File: src/rtl/dma_pkg.sv
// DMA transfer controller shared package.
// Default widths and the controller state encoding.
package dma_pkg;

  localparam int ADDR_W_DEF = 8;
  localparam int DATA_W_DEF = 8;
  localparam int LEN_W_DEF  = 8;

  typedef enum logic [2:0] {
    S_IDLE,
    S_REQ,
    S_READ,
    S_WRITE,
    S_DONE
  } state_t;

endpackage

File: src/rtl/dma_addr_cnt.sv
// Source/destination address and remaining-word counters.
// Ports: load (latch src_in/dst_in/len_in), step (advance one word),
// cur_src/cur_dst/remaining (state), last (remaining==1).
module dma_addr_cnt
  import dma_pkg::*;
#(
  parameter int ADDR_W = ADDR_W_DEF,
  parameter int LEN_W  = LEN_W_DEF
) (
  input  logic              clk,
  input  logic              rst_n,
  input  logic              load,
  input  logic              step,
  input  logic [ADDR_W-1:0] src_in,
  input  logic [ADDR_W-1:0] dst_in,
  input  logic [LEN_W-1:0]  len_in,
  output logic [ADDR_W-1:0] cur_src,
  output logic [ADDR_W-1:0] cur_dst,
  output logic [LEN_W-1:0]  remaining,
  output logic              last
);

  always_ff @(posedge clk or negedge rst_n) begin
    if (!rst_n) begin
      cur_src   <= '0;
      cur_dst   <= '0;
      remaining <= '0;
    end else if (load) begin
      cur_src   <= src_in;
      cur_dst   <= dst_in;
      remaining <= len_in;
    end else if (step) begin
      // addresses wrap naturally at 2^ADDR_W
      cur_src   <= cur_src + ADDR_W'(1);
      cur_dst   <= cur_dst + ADDR_W'(1);
      remaining <= remaining - LEN_W'(1);
    end
  end

  assign last = (remaining == LEN_W'(1));

endmodule

File: src/rtl/dma_xfer_ctrl.sv
// Single-channel DMA controller: bus request, read beat, write beat.
// Ports: start/src_addr/dst_addr/len in, bus_gnt/mem_rdy/rd_data from
// bus, bus_req/rd_en/wr_en/addr/wr_data to bus, busy/done status.
module dma_xfer_ctrl
  import dma_pkg::*;
#(
  parameter int ADDR_W = ADDR_W_DEF,
  parameter int DATA_W = DATA_W_DEF,
  parameter int LEN_W  = LEN_W_DEF
) (
  input  logic              clk,
  input  logic              rst_n,
  input  logic              start,
  input  logic [ADDR_W-1:0] src_addr,
  input  logic [ADDR_W-1:0] dst_addr,
  input  logic [LEN_W-1:0]  len,
  input  logic              bus_gnt,
  input  logic              mem_rdy,
  input  logic [DATA_W-1:0] rd_data,
  output logic              bus_req,
  output logic              rd_en,
  output logic              wr_en,
  output logic [ADDR_W-1:0] addr,
  output logic [DATA_W-1:0] wr_data,
  output logic              busy,
  output logic              done
);

  state_t              state;
  logic [DATA_W-1:0]   hold;
  logic [ADDR_W-1:0]   cur_src;
  logic [ADDR_W-1:0]   cur_dst;
  logic [LEN_W-1:0]    remaining;
  logic                last;
  logic                load;
  logic                step;

  assign load = (state == S_IDLE) && start;
  assign step = (state == S_WRITE) && mem_rdy;

  dma_addr_cnt #(
    .ADDR_W (ADDR_W),
    .LEN_W  (LEN_W)
  ) u_cnt (
    .clk       (clk),
    .rst_n     (rst_n),
    .load      (load),
    .step      (step),
    .src_in    (src_addr),
    .dst_in    (dst_addr),
    .len_in    (len),
    .cur_src   (cur_src),
    .cur_dst   (cur_dst),
    .remaining (remaining),
    .last      (last)
  );

  always_ff @(posedge clk or negedge rst_n) begin
    if (!rst_n) begin
      state <= S_IDLE;
      hold  <= '0;
    end else begin
      unique case (state)
        S_IDLE:
          if (start)
            state <= (len == '0) ? S_DONE : S_REQ;
        S_REQ:
          if (bus_gnt)
            state <= S_READ;
        S_READ:
          // a completing beat beats a lost grant
          if (mem_rdy) begin
            hold  <= rd_data;
            state <= S_WRITE;
          end else if (!bus_gnt) begin
            state <= S_REQ;
          end
        S_WRITE:
          if (mem_rdy)
            state <= last ? S_DONE : S_READ;
          else if (!bus_gnt)
            state <= S_REQ;
        S_DONE:
          state <= S_IDLE;
        default:
          state <= S_IDLE;
      endcase
    end
  end

  assign bus_req = (state == S_REQ) || (state == S_READ) ||
                   (state == S_WRITE);
  assign rd_en   = (state == S_READ);
  assign wr_en   = (state == S_WRITE);
  assign busy    = (state != S_IDLE);
  assign done    = (state == S_DONE);
  assign wr_data = hold;

  always_comb begin
    addr = '0;
    unique case (state)
      S_READ:  addr = cur_src;
      S_WRITE: addr = cur_dst;
      default: addr = '0;
    endcase
  end

endmodule
File: config.mk
export PLATFORM = sky130hd
export DESIGN_NAME = dma_xfer_ctrl
export DESIGN_NICKNAME = d
export VERILOG_FILES = /design/src/rtl/dma_pkg.sv /design/src/rtl/dma_addr_cnt.sv /design/src/rtl/dma_xfer_ctrl.sv
export SDC_FILE = /design/constraint.sdc
export NUM_CORES = 1
export LEC_CHECK = 0
export BUFFER_PORTS_ARGS = -buffer_cell sky130_fd_sc_hd__buf_2
export CORE_MARGIN = 1
export CORE_UTILIZATION = 47
export DETAILED_ROUTE_END_ITERATION = 12
export PLACE_DENSITY = 0.88
export SLEW_MARGIN = 10
export SYNTH_ARGS = -nofsm -noshare
export SYNTH_HDL_FRONTEND = slang
export SYNTH_SLANG_ARGS = --single-unit
export TNS_END_PERCENT = 1
File: constraint.sdc
create_clock -name clk -period 1.43 [get_ports clk]
set_input_delay 0.2145 -clock clk [delete_from_list [all_inputs] [get_ports clk]]
set_output_delay 0.2145 -clock clk [all_outputs]
set_load 0.1 [all_outputs]
==> summary.md, run 1 <==
- 2,179 — vias after detailed routing
- 0.880 — global placement routability congestion
- 4320 um — placed wire-length estimate
- 132% — final period utilization
- buf_2 (44), buf_4 (37), dfrtp_1 (35) — commonest cells after routing, fill and taps aside
- 1.22 ns — required time of the critical path
- 58 — Top-Level Pins
- u_cnt.cur_dst[5] — hold-critical path endpoint
- 0 — count of antenna-violating nets left after detailed routing
- 23 — # rows
- 49 — Distinct cells, synth
- 1.91 mV — highest ir drop seen on vdd
- 1.88 ns — min Tclk post-route
- 6.05 — via density per instance
- 0 — number of diodes
- 19.3 um — routed len/inst
- 0 — overall overflow remaining after global route
- state[0] — reg-to-reg startpoint
- 2010 sq um — synthesized area
- 35 — Yosys reg bits
- dfrtp_1 — Most used DFF post-synth
- 2870 sq um — total cell area at the placement stage
- true — setup repair after global routing missed its margin
- 0 — total of max-cap violations
- 0 — number of antenna violations at the first check in global routing
- -13.88 ns — setup_tns
- 2 — number of buffers on the longest clock path
- register to primary output — type of the setup path with the least slack
- 49.5% — initial core utilization
- 100% — FFs w/ async S/R, synth
- primary output — endpoint kind of the worst setup timing path
- clkbuf_8 — CTS Root Buffer Type
- 43.6% — sequential area share after synthesis
- 57 — Port Buffer Count
- 7 — Worst Reg-to-Reg Cells
- 0 — number of synthesized flops with an enable pin
- 0.08 ns — clock-pin slew reported for the worst setup and hold paths after clock tree synthesis
- 223 — drt initial violations
- -0.452 ns — setup ws final
- 32.0% — total global-route track usage
- 0 — detailed-route DRC error count
- dfrtp_1 (44%), mux2_2 (5.0%), nand2_1 (4.3%), a221o_1 (3.5%), a22o_1 (3.5%) — leading post-synthesis cells by cell area
- -0.315 ns — post-placement worst setup slack
- 2 — H-tree Lvls
- 0 — Fin. Hold Viols
- buf_2 — most common cell after layout, fill and taps aside
- 1230 sq um — multi-input combinational cell area
- 876 sq um — Reg area
- 1.54 nW — static leakage
- 51.6% — proportion of layout cells with a drive suffix above 1
- 80.5% — core occupancy in the finished layout
- 4540 sq um — die outline area
- register — startpoint types
- 2860 nW/um^2 — total power per unit cell area
- 5 — crit-path max FO
- 0.29 ns — latest clock arrival within the worst-skew pair
- 202 — synthesized netlist cell count
- 62.6% — Syn-to-layout area delta
- 9.94 sq um — post-synthesis area per instance
- 4060 sq um — floorplan core area
- 23 — largest net degree at the start of global routing
- 43.6% — share of the synthesized area in the top cell type
- 6960 um — final routed wirelength across all metal layers
- 67.4 um — die outline width
- 2,213 — vias in the first global route
- 243 — Post-Synthesis Net Count
- 9.33 mW — sum of internal, switching and leakage power
- 0 — final-report max-slew violation count
- complete, but fails checks — result of the run
- 0 — Warnings, synthesis
- 35 — clock sink total
- 67.4 um — overall die height
- 3270 sq um — post-route cell area
- 10,500 um — wire length of the first global-routing pass
- 0.00725 ns — setup skew after layout
- built — TritonCTS clock tree
- 4 — number of iterations in the first detailed-routing pass
- primary input to register — class of the most critical hold timing path
- 238 — number of fill cells
- -0.39 ns — R2R Setup Slk
- dst_addr[5] — startpoint of the most critical hold path
- 48 — Finish-stage setup viols
- negative setup slack — violated checks
- 3 — worst hold path depth
- wr_data[7] — endpoint of the worst-slack reg-to-reg timing path
- dfrtp_1 — dominant cell type by area after synthesis
- 0.531 GHz — Peak Freq
- 350 — net count reported at finish
- 5 — TritonCTS Buffers
- 1.67 ns — signal arrival time at the worst endpoint
- 66.7% — Relative slew margins
- 0.503 ns — transition time at the pin with the least slew margin
synthesized netlist by cell type (all sizes together), types with 3 or more instances:
library cell  count
a21oi             8
a221o             7
a22o              8
a22oi             3
a31oi             4
buf              11
dfrtp            35
ha                4
inv               7
mux2              9
nand2            24
nand2b            3
nand3             5
nor2             11
nor3              4
nor4              6
o21ai            16
xnor2             3
worst max path at each step:
stage	from	slack, ns	endpoint
finish	state[0]	-0.45	addr[1]
global placement	state[0]	-0.22	u_cnt.cur_src[5]
floorplan	state[0]	-0.19	addr[0]
CTS	state[0]	-0.40	addr[2]
detailed placement	state[0]	-0.31	u_cnt.cur_src[3]
global route	state[0]	-0.47	addr[1]
critical path, cell delays in order (launching register included):
cell and delay, ns:
dfrtp_1 0.41, buf_6 0.14, nor3b_4 0.30, buf_6 0.19, a22o_4 0.16, buf_12 0.17
cell type report:
| type | count | share of cell area [%] |
|---|---|---|
| Tap cell | 50 | 1.92 |
| Clock buffer | 5 | 2.11 |
| Inverter | 7 | 0.805 |
| Clock inverter | 3 | 0.613 |
| Sequential cell | 35 | 26.8 |
| Multi-Input combinational cell | 148 | 37.5 |
| Timing Repair Buffer | 112 | 30.2 |
where the power goes:
| part | switching [mW] | leakage, nW | total (mW) | internal, mW |
|---|---|---|---|---|
| sequential | 0.524 | 0.427 | 1.98 | 1.46 |
| clock | 0.384 | 0.0402 | 0.723 | 0.339 |
| combinational | 3.96 | 1.07 | 6.62 | 2.66 |
| total | 4.87 | 1.54 | 9.33 | 4.46 |
state kept, by name, summed over array words and instances, names as in the netlist:
signal,cells
u_cnt.remaining,8
u_cnt.cur_dst,8
state,3
u_cnt.cur_src,8
wr_data,8
metrics by stage:
| stage | instances | hold slack [ns] |
|---|---|---|
| after floorplan | 202 | -0.0811 |
| after global placement | 334 | 0.140 |
| after detailed placement | 334 | 0.145 |
| after CTS | 358 | 0.138 |
| after global routing | 360 | 0.136 |
| final | 360 | 0.126 |
layer usage:
layer | track usage (%) | part of all wire, % | vias to the layer above
li1 | - | - | 975
met1 | 35.6 | 37 | 1063
met2 | 55.6 | 52 | 113
met3 | 8.45 | 7.1 | 28
met4 | 16.2 | 3.8 | 0
met5 | 0 | 0 | -
logic make-up after synthesis:
family | synth area share [%]
AOI/OAI and AO/OA | 21.6
xor gates and xnor gates | 2.18
adders and majority gates | 2.49
buffers and inverters | 4.61
DFF | 43.6
muxes | 5.05
and+or+nand+nor | 20.4
what timing repair did:
item                                   in CTS  in global routing
buffers inserted                           14                  2
endpoints found under the hold margin      13                  0
gates cloned                                1                  0
resized for setup                          35                 13
setup endpoints to repair                  46                 48
pin swaps                                   5                  7
hold buffers                                1                  0
No activity file was read; power rests on OpenSTA's default activity.
==> inputs of run 2 (changes only) <==
--- a/config.mk
+++ b/config.mk
@@ -7,9 +7,9 @@
 export LEC_CHECK = 0
 export BUFFER_PORTS_ARGS = -buffer_cell sky130_fd_sc_hd__buf_2
 export CORE_MARGIN = 1
-export CORE_UTILIZATION = 47
+export CORE_UTILIZATION = 45
 export DETAILED_ROUTE_END_ITERATION = 12
-export PLACE_DENSITY = 0.88
+export PLACE_DENSITY = 0.86
 export SLEW_MARGIN = 10
 export SYNTH_ARGS = -nofsm -noshare
 export SYNTH_HDL_FRONTEND = slang
==> run 2 against run 1 <==
  * The run still ends with negative setup slack left
  * Die area rose by 4.3%
  * Via count fell by 4.3%
  * Clock-buffer cell count rose by 2
  * Sequential share of layout area rose by 1.3 points
  * Critical endpoint is now addr[4]
  * Register-to-register slack improved by 0.07 ns
  * Largest cell class unchanged
  * Maximum frequency rose by 1.4%
  * Highest routed layer unchanged
  * Global-route usage fell by 3.7 points
  * Sequential cell count did not move
  * Hold slack improved by 0.00090 ns
  * Worst setup slack improved by 0.026 ns
==> summary.md, run 2 (same netlist as run 1, synthesis figures left out) <==
- 58 — Top-Level Pins, unchanged
- 28.3% — total global-route track usage, -3.7 points
- 4730 sq um — die outline area, +4.3%
- 23 — # rows, unchanged
- 5 — number of iterations in the first detailed-routing pass, +1
- 49.5% — proportion of layout cells with a drive suffix above 1, -2.1 points
- 206 — drt initial violations, -7.6%
- 0 — detailed-route DRC error count, unchanged
- negative setup slack — violated checks
- 0.08 ns — clock-pin slew reported for the worst setup and hold paths after clock tree synthesis, about the same
- 0 — number of diodes, unchanged
- 4140 sq um — floorplan core area, +2.1%
- primary output — endpoint kind of the worst setup timing path
- 68.8 um — overall die height, +2.1%
- 0 — total of max-cap violations, unchanged
- 35 — clock sink total, unchanged
- 0 — count of antenna-violating nets left after detailed routing, unchanged
- 4320 um — placed wire-length estimate, about the same
- 130% — final period utilization, -1.8 points
- 1.86 ns — min Tclk post-route, -0.0263 ns
- 6250 um — final routed wirelength across all metal layers, -10%
- 2 — number of buffers on the longest clock path, unchanged
- 2,046 — vias in the first global route, -7.5%
- 0 — Fin. Hold Viols, unchanged
- 57 — Port Buffer Count, unchanged
- primary input to register — class of the most critical hold timing path
- 31 — largest net degree at the start of global routing, +35%
- 17.8 um — routed len/inst, -7.9%
- clkbuf_8 — CTS Root Buffer Type
- 0.00900 ns — setup skew after layout, +0.00175 ns
- 68.8 um — die outline width, +2.1%
- 0.843 — global placement routability congestion, -4.2%
- 0.539 GHz — Peak Freq, +1.4%
- 0.477 ns — transition time at the pin with the least slew margin, -0.0253 ns
- 9520 um — wire length of the first global-routing pass, -9.1%
- register to primary output — type of the setup path with the least slack
- true — setup repair after global routing missed its margin
- complete, but fails checks — result of the run
- 0 — number of antenna violations at the first check in global routing, unchanged
- 5 — TritonCTS Buffers, unchanged
- 5 — crit-path max FO, unchanged
- 2,085 — vias after detailed routing, -4.3%
- 55.4% — Syn-to-layout area delta
- buf_2 (44), dfrtp_1 (34), buf_4 (33) — commonest cells after routing, fill and taps aside
- 1.64 ns — signal arrival time at the worst endpoint, -0.03 ns
- 48.5% — initial core utilization, -1.0 points
- 0.30 ns — latest clock arrival within the worst-skew pair, about the same
- 0 — overall overflow remaining after global route, unchanged
- 341 — net count reported at finish, -2.6%
- 47 — Finish-stage setup viols, -2.1%
- 0 — final-report max-slew violation count, unchanged
- buf_2 — most common cell after layout, fill and taps aside
- 68.2% — Relative slew margins, +1.4 points
- 2 — H-tree Lvls, unchanged
- 5.94 — via density per instance, -1.9%
- -0.426 ns — setup ws final, +0.0263 ns
- 1.22 ns — required time of the critical path, about the same
- built — TritonCTS clock tree
- -0.252 ns — post-placement worst setup slack, +0.0626 ns
- register — startpoint types
==> run 2: cell count changes in the layout (fill, tap and decap cells not counted), sizes merged <==
cell | before | now
clkinvlp | 2 | 0
clkbuf | 5 | 7
buf | 111 | 102
==> run 2: worst paths after layout <==
| path | from | slack, ns | end | cells past startpoint |
|---|---|---|---|---|
| worst max-delay path | state[0] | -0.43 | addr[4] | 5 |
| worst min-delay path | dst_addr[5] | 0.13 | u_cnt.cur_dst[5] | 3 |
| worst max register to register | state[1] | -0.32 | u_cnt.cur_src[3] | 5 |
| worst min register to register | wr_data[5] | 0.50 | wr_data[5] | 1 |
| max in group asynchronous | rst_n | 0.74 | u_cnt.remaining[5] | 3 |
| min in group asynchronous | rst_n | 0.28 | u_cnt.cur_src[0] | 2 |
==> run 2: layer usage <==
metal	GRT usage (%)	up-vias	wire length, um	part of all wire (%)
met5	0	-	0	0
met4	14.5	0	202	3.2
met3	8.72	20	462	7.4
met2	48.2	106	3230	52
met1	31.6	1001	2350	38
li1	-	958	-	-
==> run 2: metrics by stage <==
step / utilization [%] / TNS (ns) / std cells / area, sq um / hold slack (ns)
final: 75.3 / -11.46 / 351 / 3120 / 0.127
after CTS: 73.9 / -10.42 / 351 / 3060 / 0.125
after global placement: 69.5 / -5.37 / 337 / 2880 / 0.0570
after detailed placement: 69.5 / -8.03 / 337 / 2880 / 0.0581
after floorplan: - / -3.10 / 202 / 2130 / -0.0811
after global routing: 75.3 / -13.24 / 351 / 3120 / 0.136
==> run 2: area by class of cell <==
| class | instances | area [sq um] |
|---|---|---|
| multi-input cells | 148 | 1180 |
| fillers | 276 | 1020 |
| repair buffers | 103 | 895 |
| flip-flops and latches | 35 | 877 |
| clock buffers | 7 | 76.3 |
| well taps | 50 | 62.6 |
| inverters | 7 | 26.3 |
| clock inverters | 1 | 5.00 |
==> run 2: critical path, stage by stage (launching register included) <==
cell and delay, ns:
dfrtp_1 0.41, buf_6 0.15, nor3b_4 0.28, buf_6 0.18
a22o_4 0.15, buf_12 0.17
==> run 2: timing repair <==
item,4_1_cts,5_1_grt
resized for setup,19,15
setup endpoints to repair,48,48
hold buffers,1,0
pin swaps,3,1
hold endpoints to repair,35,0
buffers inserted,4,0
cloned,1,0
Power of run 2 is not shown: default switching activity piles up to over one toggle a cycle in this logic, so the estimate is an artifact.
